--- config.mk ---
export PLATFORM = sky130hd
export DESIGN_NAME = enc_sample_ctrl
export DESIGN_NICKNAME = d
export VERILOG_FILES = /design/src/rtl/enc_sample_ctrl.sv
export SDC_FILE = /design/constraint.sdc
export NUM_CORES = 1
export LEC_CHECK = 0
export CORE_ASPECT_RATIO = 1.75
export CORE_MARGIN = 2
export CORE_UTILIZATION = 52
export DETAILED_ROUTE_END_ITERATION = 6
export PLACE_DENSITY = 0.8
export SYNTH_ARGS = -nofsm -noshare
export SYNTH_HDL_FRONTEND = slang
export SYNTH_SLANG_ARGS = --single-unit
--- constraint.sdc ---
create_clock -name clk -period 10.9 [get_ports clk]
set_input_delay 2.725 -clock clk [delete_from_list [all_inputs] [get_ports clk]]
set_output_delay 2.725 -clock clk [all_outputs]
set_load 0.03 [all_outputs]
--- src/rtl/enc_sample_ctrl.sv ---
// enc_sample_ctrl: periodic sample sequencer for a bank of encoder counters.
// A window timer triggers a one-cycle capture of all live counts into shadow
// registers, followed by a one-cycle clear pulse to the counter datapaths.
// The host reads bias-corrected deltas from the shadows. Per-channel fresh
// flags track which samples are unread, and a sticky overrun flag records
// any capture that overwrote an unread sample.
module enc_sample_ctrl #(
  parameter int          NUM_CH = 4,
  parameter int          CNT_W  = 32,
  parameter int unsigned PERIOD = 500_000,
  parameter int unsigned BIAS   = 100_000
) (
  input  logic                    clk,
  input  logic                    reset,
  input  logic                    enable,
  input  logic [NUM_CH*CNT_W-1:0] count_in,
  output logic                    cnt_latch,
  output logic                    cnt_clr,
  input  logic                    rd_req,
  input  logic [7:0]              rd_ch,
  output logic                    rd_valid,
  output logic [CNT_W-1:0]        rd_data,
  output logic                    rd_err,
  output logic [NUM_CH-1:0]       fresh,
  output logic                    overrun,
  input  logic                    clr_ovr,
  output logic [15:0]             sample_seq
);

  localparam logic [1:0] ST_IDLE    = 2'd0;
  localparam logic [1:0] ST_RUN     = 2'd1;
  localparam logic [1:0] ST_CAPTURE = 2'd2;
  localparam logic [1:0] ST_CLEAR   = 2'd3;

  localparam logic [31:0]      TIMER_LAST = 32'(PERIOD - 1);
  localparam logic [31:0]      NUM_CH_V   = 32'(NUM_CH);
  localparam logic [CNT_W-1:0] BIAS_V     = CNT_W'(BIAS);

  logic [1:0]        state;
  logic [31:0]       timer;
  logic [CNT_W-1:0]  shadow [NUM_CH];
  logic [NUM_CH-1:0] fresh_nxt;
  logic [CNT_W-1:0]  sel_shadow;
  logic [31:0]       rd_ch_ext;
  logic              rd_in_range;
  logic              capture;

  assign capture     = (state == ST_CAPTURE);
  assign cnt_latch   = capture;
  assign cnt_clr     = (state == ST_CLEAR);
  assign rd_ch_ext   = {24'd0, rd_ch};
  assign rd_in_range = (rd_ch_ext < NUM_CH_V);

  // Window sequencer: IDLE waits for enable, RUN counts the window, CAPTURE
  // and CLEAR each last one cycle and always run to completion.
  // NOTE: state is written with non-blocking assignments so every register
  // in the design updates from the same pre-edge values.
  always_ff @(posedge clk or posedge reset) begin
    if (reset) begin
      state <= ST_IDLE;
      timer <= '0;
    end else begin
      case (state)
        ST_IDLE: begin
          timer <= '0;
          if (enable) state <= ST_RUN;
        end
        ST_RUN: begin
          if (!enable) begin
            state <= ST_IDLE;
            timer <= '0;
          end else if (timer == TIMER_LAST) begin
            state <= ST_CAPTURE;
            timer <= '0;
          end else begin
            timer <= timer + 32'd1;
          end
        end
        ST_CAPTURE: state <= ST_CLEAR;
        ST_CLEAR:   state <= enable ? ST_RUN : ST_IDLE;
        default: begin
          state <= ST_IDLE;
          timer <= '0;
        end
      endcase
    end
  end

  // Shadow registers snapshot every channel and bump the sequence number on capture.
  // NOTE: the shadow array is small and its reset value (BIAS, i.e. a zero
  // delta) is architecturally visible, so it is reset like ordinary flops.
  always_ff @(posedge clk or posedge reset) begin
    if (reset) begin
      for (int k = 0; k < NUM_CH; k++) shadow[k] <= BIAS_V;
      sample_seq <= '0;
    end else if (capture) begin
      for (int k = 0; k < NUM_CH; k++) shadow[k] <= count_in[k*CNT_W +: CNT_W];
      sample_seq <= sample_seq + 16'd1;
    end
  end

  // Read mux: select the shadow addressed by rd_ch (zero when out of range).
  // NOTE: every combinational output gets a default first so no path can
  // leave it unassigned and infer a latch.
  always_comb begin
    sel_shadow = '0;
    for (int k = 0; k < NUM_CH; k++) begin
      if (rd_ch_ext == 32'(k)) sel_shadow = shadow[k];
    end
  end

  // Fresh-flag next value: a valid read clears its bit, a capture sets all bits and wins.
  always_comb begin
    fresh_nxt = fresh;
    if (rd_req && rd_in_range) begin
      for (int k = 0; k < NUM_CH; k++) begin
        if (rd_ch_ext == 32'(k)) fresh_nxt[k] = 1'b0;
      end
    end
    if (capture) fresh_nxt = '1;
  end

  // Fresh flags and sticky overrun; a capture over unread data beats clr_ovr.
  always_ff @(posedge clk or posedge reset) begin
    if (reset) begin
      fresh   <= '0;
      overrun <= 1'b0;
    end else begin
      fresh <= fresh_nxt;
      if (capture && (|fresh)) overrun <= 1'b1;
      else if (clr_ovr)        overrun <= 1'b0;
    end
  end

  // Read response: one cycle after rd_req; data and error hold between reads.
  always_ff @(posedge clk or posedge reset) begin
    if (reset) begin
      rd_valid <= 1'b0;
      rd_data  <= '0;
      rd_err   <= 1'b0;
    end else begin
      rd_valid <= rd_req;
      if (rd_req) begin
        if (rd_in_range) begin
          rd_data <= sel_shadow - BIAS_V;
          rd_err  <= 1'b0;
        end else begin
          rd_data <= '0;
          rd_err  <= 1'b1;
        end
      end
    end
  end

endmodule

==> out/results.ini, run 1 <==
[cts]
clockBufferDepth = 3
clock_sinks = 217
cts_tree = yes
clkTransAtPathRegs_ps = 70
post_cts_buffers = 0
clock-root-buffer = clkbuf_16
cts_resized = 0
hold_buffers = 0
htree_levels = 1
numCtsBuffers = 20
clk-insertion-delay-late_ps = 500

[grt]
grt_remaining_overflow = 0
grt_max_degree = 161
globalRouteTotalUtil_pct = 26.5
grt_pass1_vias = 8519
grt_pass1_wl_um = 42600
antenna_found_initial = 4

[logic_synthesis]
synthArstFlopShare_pct = 100
muxShareOfSynthArea_pct = 7.12
synth-edff-count = 0
yosysWarnings = 0
postSynthCellCount = 1069
synth_top_family_by_area = simple AND/OR/NAND/NOR gates
synth_top_area_share_pct = 47.7
synth.area.top_cells = dfrtp_1 48%, nand2_1 16%, dfstp_2 6.2%
yosys.area_share.simple_pct = 24.6
synth-xor-area-share_pct = 3.63
synth_compound_area_share_pct = 7.10
ys_seq_area_share_pct = 53.9
synth_top_area_cell = dfrtp_1
syn-cell-area_um2 = 10100
yosys.cell_types.count = 52
ys.flop_type = dfrtp_1
ys_ff_latch = 217
synth_nets = 1213
synth_fa_ha_area_share_pct = 0.371
synth.avg_cell_area_um2 = 9.47

[hold_path]
whs_path_depth = 2
min_path_type = reg2reg

[job]
max_cap_violations = 0

[sta]
tns_ps = 0
slew-limit-headroom_pct = 16.9
period_share_pct = 54.5
fmax_mhz = 168
hold_violations = 0
finalSetupViolations = 0
fin_skew_ps = 20.7
slew_violations = 0
rsz0062_at_grt = false
tightest_slew_ps = 1240
fin_crit_ps = 5940

[final_layout]
multi_input_comb_area_um2 = 4340
layout-drive-gt1-share_pct = 7.93
nets = 1378
fillCellCount = 1528
area_delta_synth_final_pct = 27.8
utilization_pct = 67.7
seq_area_um2 = 5460

[critical_path]
critPathMaxFanout = 68
critPathRequiredTime_ps = 8180
startpoint_type = flip-flop
r2r_cells = 9
crit_type = reg2out
crit_arrival_ps = 3210
end_kind = output pin

[die]
initial_core_util_pct = 53.0
dieHeight_um = 189
dieArea_um2 = 20600
ios = 198
rows = 67
core_um2 = 19100
die_w_um = 109

[power]
netSwitchingPower_mw = 0.352
clockPowerShare_pct = 46.2
powerDensity_nw_per_um2 = 132
comb_power_share_pct = 6.1
ir_drop_uv = 118
intPower_mw = 1.35
pwr-share-seq_pct = 47.6
power_mw = 1.70
switching_share_pct = 20.6
total_leakage_power_nw = 5.39

[route]
wl_um = 26800
drt_first_pass_iters = 5
drt_iter0_drc = 609
viasPerCell = 5.64
post_drt_wl_per_cell_um = 17.9
drtAntennaViolNets = 0
vias = 8418
drc_errors = 0

[place]
port_buffers = 197
gp_congestion = 0.866
dp_hpwl_um = 18600

[outcome]
outcome = finished, final reports clean

state kept, by name, indices dropped and copies added (netlist names), named ones only:
| signal | flops |
|---|---|
| sample_seq | 16 |
| timer | 32 |
| rd_err | 1 |
| rd_valid | 1 |
| shadow | 128 |
| state | 1 |
| fresh | 4 |
| overrun | 1 |
| rd_data | 32 |
worst max-delay path, cell delays in order, from the launching register on:
cell and delay (ps):
dfrtp_1 690, nand2b_4 490, inv_4 660, clkdlybuf4s50_1 800
metal layers:
metal	up-vias	global-route usage, %	routed length [um]
met5	-	0	0
li1	3918	-	-
met3	73	3.98	1470
met2	297	46.3	14400
met4	0	12.5	1160
met1	4130	31.2	9770
path summary, 6_finish.rpt:
path                       slack, ps          end         from
max                             4960    cnt_latch    flip-flop
min                              460  shadow[112]  shadow[112]
max reg2reg                     7800  rd_data[31]   shadow[69]
min reg2reg                      460  shadow[112]  shadow[112]
max in group asynchronous       6600   shadow[51]        reset
min in group asynchronous       2880    shadow[0]        reset
power by group through the flow:
stage               Combinational (mW)  Sequential (mW)  Clock, mW
floorplan                       0.0330            0.832          0
global placement                 0.105            0.827          0
detailed placement               0.105            0.827          0
CTS                              0.106            0.812      0.800
global route                     0.113            0.812      0.830
finish                           0.105            0.812      0.788
cells in the final DEF, fill, tap and decap left out, drive strengths merged, types with 7 or more instances in the layout:
cell type	n
nor3	15
nand4	9
clkbuf	28
xor2	12
buf	7
a22o	12
o21ai	26
or3	10
mux4	29
nand3	25
nor4	11
dfrtp	193
nand2	422
clkdlybuf4s50	195
o211ai	7
or4	9
and3	9
xnor2	30
o31ai	9
inv	19
nor2	64
a21oi	19
dfstp	24
logic make-up after synthesis:
family | after synthesis
xor gates and xnor gates | 42
AOI/OAI and AO/OA | 103
DFF | 217
adders and majority gates | 3
and+or+nand+nor | 593
buffers and inverters | 78
muxes | 33
synthesized netlist by cell type, drive strengths merged, types with 11 or more instances:
master,count
inv,19
a22o,12
clkbuf,49
nor4,11
a21oi,19
dfrtp,193
o21ai,26
nor3,15
dfstp,24
nand2,422
nor2,64
mux4,29
xor2,12
nand3,25
xnor2,30
per-stage QoR:
stage / std cells / hold WS, ps / cell area (um2) / worst slack [ps]
3_3_place_gp: 1453 / 446 / 12200 / 4940
2_1_floorplan: 1069 / 436 / 10100 / 2280
6_report: 1493 / 458 / 12900 / 4960
5_1_grt: 1493 / 469 / 12900 / 4750
3_5_place_dp: 1453 / 448 / 12200 / 4890
4_1_cts: 1489 / 459 / 12900 / 4930
cell type report:
class	count	share of cell area (%)
Sequential cell	217	42.2
Multi-Input combinational cell	774	33.6
Tap cell	241	2.33
Clock inverter	8	1.32
Inverter	19	0.629
Timing Repair Buffer	202	15.5
Clock buffer	28	4.42
Antenna cell	4	0.0774
Note: power is estimated with default switching activity, not from simulation.
==> run 2, diff against run 1 <==
==> constraint.sdc (replaced) <==
create_clock -name clk -period 6.04 [get_ports clk]
set_input_delay 1.51 -clock clk [delete_from_list [all_inputs] [get_ports clk]]
set_output_delay 1.51 -clock clk [all_outputs]
set_load 0.03 [all_outputs]
==> run 2 against run 1 <==
Against the previous run: sequential power increased by 81%; first-iteration DRC count shrank 4.4%; utilization shrank 0.45 points; highest routed layer unchanged.
==> out/results.ini, run 2 (same netlist as run 1, synthesis figures left out) <==
[outcome]
outcome = finished, final reports clean  ; unchanged

[critical_path]
critPathRequiredTime_ps = 4530  ; was 8180 ps
critPathMaxFanout = 64  ; was 68
crit_type = reg2out  ; unchanged
r2r_start = shadow[69]  ; unchanged
end_kind = output pin  ; unchanged
crit_arrival_ps = 3070  ; was 3210 ps
r2r_cells = 9  ; unchanged
startpoint_type = flip-flop  ; unchanged

[hold_path]
whs_path_depth = 2  ; unchanged
hp-start = shadow[80]  ; was shadow[112]
min_path_type = reg2reg  ; unchanged

[final_layout]
nets = 1382  ; was 1378
seq_area_um2 = 5460  ; unchanged
area_delta_synth_final_pct = 27.0  ; was 27.8%
largest_reg_flops = 128  ; unchanged
layout-drive-gt1-share_pct = 7.91  ; was 7.93%
fillCellCount = 1513  ; was 1528
layout_common_cells = 422 x nand2_1, 195 x clkdlybuf4s50_1, 193 x dfrtp_1  ; unchanged
regMostFlops = shadow  ; unchanged
reg_top3 = shadow x128, rd_data x32, timer x32  ; unchanged
utilization_pct = 67.2  ; was 67.7%
multi_input_comb_area_um2 = 4340  ; unchanged
final_common_cell = nand2_1  ; unchanged

[cts]
cts_tree = yes  ; unchanged
clockBufferDepth = 3  ; unchanged
htree_levels = 1  ; unchanged
post_cts_buffers = 0  ; unchanged
hold_buffers = 0  ; unchanged
numCtsBuffers = 20  ; unchanged
cts_resized = 0  ; unchanged
clk-insertion-delay-late_ps = 490  ; was 500 ps
clock_sinks = 217  ; unchanged
clkTransAtPathRegs_ps = 60  ; was 70 ps
clock-root-buffer = clkbuf_16  ; unchanged

[job]
max_cap_violations = 0  ; unchanged

[die]
ios = 198  ; unchanged
initial_core_util_pct = 53.0  ; unchanged
dieArea_um2 = 20600  ; unchanged
dieHeight_um = 189  ; unchanged
core_um2 = 19100  ; unchanged
die_w_um = 109  ; unchanged
rows = 67  ; unchanged

[sta]
tightest_slew_ps = 1100  ; was 1240 ps
period_share_pct = 75.9
fin_crit_ps = 4580
slew_violations = 0  ; unchanged
fin_skew_ps = 8.57  ; was 20.7 ps
finalSetupViolations = 0  ; unchanged
rsz0062_at_grt = false  ; unchanged
slew-limit-headroom_pct = 26.8  ; was 16.9%
tns_ps = 0  ; unchanged
fmax_mhz = 218
hold_violations = 0  ; unchanged

[grt]
grt_remaining_overflow = 0  ; unchanged
grt_max_degree = 93  ; was 161
grt_pass1_vias = 8593  ; was 8519
grt_pass1_wl_um = 43900  ; was 42600 um
globalRouteTotalUtil_pct = 27.5  ; was 26.5%
antenna_found_initial = 1  ; was 4

[route]
viasPerCell = 5.65  ; was 5.64
drc_errors = 0  ; unchanged
post_drt_wl_per_cell_um = 18.5  ; was 17.9 um
wl_um = 27600  ; was 26800 um
drtAntennaViolNets = 0  ; unchanged
drt_iter0_drc = 582  ; was 609
vias = 8446  ; was 8418
drt_first_pass_iters = 5  ; unchanged

[place]
gp_congestion = 0.982  ; was 0.866
port_buffers = 197  ; unchanged
dp_hpwl_um = 20100  ; was 18600 um

[power]
total_leakage_power_nw = 5.36  ; was 5.39 nW
powerDensity_nw_per_um2 = 225  ; was 132 nW/um2
ir_drop_uv = 206  ; was 118 uV

run 2: cell count changes in the layout (fill, tap and decap cells not counted):
cell,before,now
diode_2,4,1
buf_4,5,8
inv_8,1,0
clkbuf_8,2,4
bufinv_16,5,0
buf_12,0,1
clkinvlp_4,2,1
clkinv_2,1,2
clkbuf_1,5,9
run 2: final cells by class:
cell class	count	area share (%)
Sequential cell	217	42.5
Multi-Input combinational cell	774	33.8
Timing Repair Buffer	206	15.9
Clock buffer	34	4.78
Tap cell	241	2.35
Inverter	19	0.604
Clock inverter	2	0.0779
Antenna cell	1	0.0195
run 2: worst paths after layout:
kind                            slack, ps          end
worst max-delay path                 1460    cnt_latch
worst min-delay path                  460   shadow[80]
worst max register to register       2950  rd_data[31]
worst min register to register        460   shadow[80]
max in group asynchronous            3230     fresh[1]
min in group asynchronous            1580   shadow[59]
run 2: per-layer routing:
metal  wire length, um  vias up  track usage, %
met5                 0        -               0
met4              1330        0            12.0
met3              1610       75            3.39
met2             14700      339            48.6
met1             10000     4107            33.0
li1                  -     3925               -
run 2: power by group:
group          switching, mW  leakage (nW)  internal (mW)  total, mW
clock                  0.536         0.306          0.691       1.23
combinational         0.0872          2.68          0.106      0.193
sequential           0.00578          2.38           1.46       1.47
total                  0.629          5.36           2.26       2.89
run 2: stage by stage:
stage          worst slack, ps  hold WS, ps  cell area [um2]  cells  power (mW)
5_1_grt                   1270          486            12800   1494        2.98
6_report                  1460          463            12800   1494        2.89
4_1_cts                   1460          464            12800   1493        2.91
2_1_floorplan             1720          436            10100   1069        1.56
3_5_place_dp              1130          450            12200   1457        1.69
3_3_place_gp              1270          446            12200   1457        1.69
run 2: critical path, stage by stage (launching register included):
cell and delay [ps]:
dfrtp_1 720, nand2b_4 430, inv_4 600, clkdlybuf4s50_1 790
==> run 3, diff against run 2 <==
==> constraint.sdc (replaced) <==
create_clock -name clk -period 4.3 [get_ports clk]
set_input_delay 1.075 -clock clk [delete_from_list [all_inputs] [get_ports clk]]
set_output_delay 1.075 -clock clk [all_outputs]
set_load 0.03 [all_outputs]
==> run 3 against run 2 <==
Against the previous run: clock skew grew 5.5 ps; cell count grew 0.74%; cell area grew 1.1%; hold slack lost 4.6 ps; first-iteration DRC count shrank 15%; non-clock buffer count grew 10; total power grew 45%; die area is the same; critical path type is now in2reg.
==> out/results.ini, run 3 (same netlist as run 1, synthesis figures left out) <==
[route]
drtAntennaViolNets = 0  ; unchanged
vias = 8370  ; was 8446
drt_first_pass_iters = 6  ; was 5
drc_errors = 0  ; unchanged
viasPerCell = 5.56  ; was 5.65
drt_iter0_drc = 494  ; was 582
post_drt_wl_per_cell_um = 18.3  ; was 18.5 um
wl_um = 27500  ; was 27600 um

[die]
core_um2 = 19100  ; unchanged
die_w_um = 109  ; unchanged
dieHeight_um = 189  ; unchanged
rows = 67  ; unchanged
dieArea_um2 = 20600  ; unchanged
ios = 198  ; unchanged
initial_core_util_pct = 53.0  ; unchanged

[cts]
cts_tree = yes  ; unchanged
clk-insertion-delay-late_ps = 500  ; was 490 ps
clock-root-buffer = clkbuf_16  ; unchanged
htree_levels = 1  ; unchanged
numCtsBuffers = 20  ; unchanged
clkTransAtPathRegs_ps = 70  ; was 60 ps
cts_resized = 0  ; unchanged
hold_buffers = 0  ; unchanged
clock_sinks = 217  ; unchanged
clockBufferDepth = 3  ; unchanged
post_cts_buffers = 0  ; unchanged

[critical_path]
end_kind = flip-flop  ; was output pin
critPathRequiredTime_ps = 4670  ; was 4530 ps
crit_arrival_ps = 3930  ; was 3070 ps
critPathMaxFanout = 13  ; was 64
crit_type = in2reg  ; was reg2out
startpoint_type = input pin  ; was flip-flop

[sta]
worst_slack_ps = 732  ; was 1460 ps
finalSetupViolations = 0  ; unchanged
period_share_pct = 83.0
holdWs_ps = 459  ; was 463 ps
rsz0062_at_grt = false  ; unchanged
tns_ps = 0  ; unchanged
fin_crit_ps = 3570
tightest_slew_ps = 1070  ; was 1100 ps
slew_violations = 0  ; unchanged
fmax_mhz = 280
slew-limit-headroom_pct = 28.1  ; was 26.8%
hold_violations = 0  ; unchanged
fin_skew_ps = 14.0  ; was 8.57 ps

[outcome]
outcome = finished, final reports clean  ; unchanged

[power]
clockPowerShare_pct = 44.1  ; was 42.5%
total_leakage_power_nw = 5.44  ; was 5.36 nW
netSwitchingPower_mw = 0.905  ; was 0.629 mW
pwr-share-seq_pct = 49.3  ; was 50.8%
powerDensity_nw_per_um2 = 321  ; was 225 nW/um2
ir_drop_uv = 360  ; was 206 uV
switching_share_pct = 21.7  ; was 21.8%
power_mw = 4.17  ; was 2.89 mW
intPower_mw = 3.27  ; was 2.26 mW
comb_power_share_pct = 6.6  ; was 6.7%

[final_layout]
largest_reg_flops = 128  ; unchanged
reg_top3 = shadow x128, rd_data x32, timer x32  ; unchanged
layout_common_cells = 422 x nand2_1, 195 x clkdlybuf4s50_1, 193 x dfrtp_1  ; unchanged
regMostFlops = shadow  ; unchanged
area_delta_synth_final_pct = 28.4  ; was 27.0%
final_common_cell = nand2_1  ; unchanged
layout-drive-gt1-share_pct = 9.12  ; was 7.91%
nets = 1392  ; was 1382

[place]
pre_cts_slack_ps = 285  ; was 1130 ps
gp_congestion = 0.869  ; was 0.982
port_buffers = 197  ; unchanged
dp_hpwl_um = 19600  ; was 20100 um

[grt]
globalRouteTotalUtil_pct = 26.8  ; was 27.5%
grt_max_degree = 104  ; was 93
antenna_found_initial = 3  ; was 1
grt_pass1_vias = 8400  ; was 8593
grt_pass1_wl_um = 43200  ; was 43900 um
grt_remaining_overflow = 0  ; unchanged

[hold_path]
min_path_type = reg2reg  ; unchanged

[job]
max_cap_violations = 0  ; unchanged

run 3: cell count changes in the layout (fill, tap and decap cells not counted), sizes merged:
cell / previous run / this run
clkinvlp: 1 / 3
diode: 1 / 3
buf: 11 / 21
clkbuf: 34 / 25
clkinv: 2 / 6
bufinv: 0 / 2
run 3: routing by layer:
metal	share of wire (%)	wire [um]	global-route usage [%]	vias to the layer above
li1	-	-	-	3940
met2	54	14900	47.7	305
met3	5.1	1390	2.80	41
met5	0	0	0	-
met1	38	10300	33.4	4084
met4	3.0	813	9.35	0
run 3: path summary, 6_finish.rpt:
| check | cells past startpoint | slack (ps) | end | from |
|---|---|---|---|---|
| setup / recovery | 7 | 730 | rd_data[24] | rd_ch[0] |
| hold / removal | 2 | 460 | shadow[47] | shadow[47] |
| setup reg to reg | 9 | 1500 | rd_data[31] | shadow[70] |
| hold reg to reg | 2 | 460 | shadow[47] | shadow[47] |
| max in group asynchronous | 3 | 2450 | shadow[53] | reset |
| min in group asynchronous | 2 | 1010 | timer[27] | reset |
run 3: area by class of cell:
| cell class | count | area (um2) |
|---|---|---|
| Fill cell | 1492 | 6120 |
| Sequential cell | 217 | 5460 |
| Multi-Input combinational cell | 774 | 4340 |
| Timing Repair Buffer | 216 | 2130 |
| Clock buffer | 25 | 571 |
| Tap cell | 241 | 302 |
| Clock inverter | 10 | 109 |
| Inverter | 19 | 77.6 |
| Antenna cell | 3 | 7.51 |
run 3: worst max-delay path: stages:
cell	delay, ps
buf_2	350
buf_4	330
mux4_2	650
nor3_1	520
a21oi_1	300
o311a_1	410
a221o_1	280
run 3: power groups by stage:
stage / registers (mW) / logic [mW] / clock network, mW
after global routing: 2.06 / 0.298 / 1.94
after floorplan: 2.11 / 0.0839 / 0
after global placement: 2.10 / 0.276 / 0
after CTS: 2.06 / 0.280 / 1.85
final: 2.06 / 0.276 / 1.84
after detailed placement: 2.10 / 0.278 / 0
run 3: metrics by stage:
step,cells,instance area (um2),util (%)
final,1505,13000,68.0
after global routing,1505,13000,68.0
after CTS,1502,13000,67.9
after detailed placement,1467,12300,64.4
after global placement,1467,12300,64.4
after floorplan,1069,10100,-
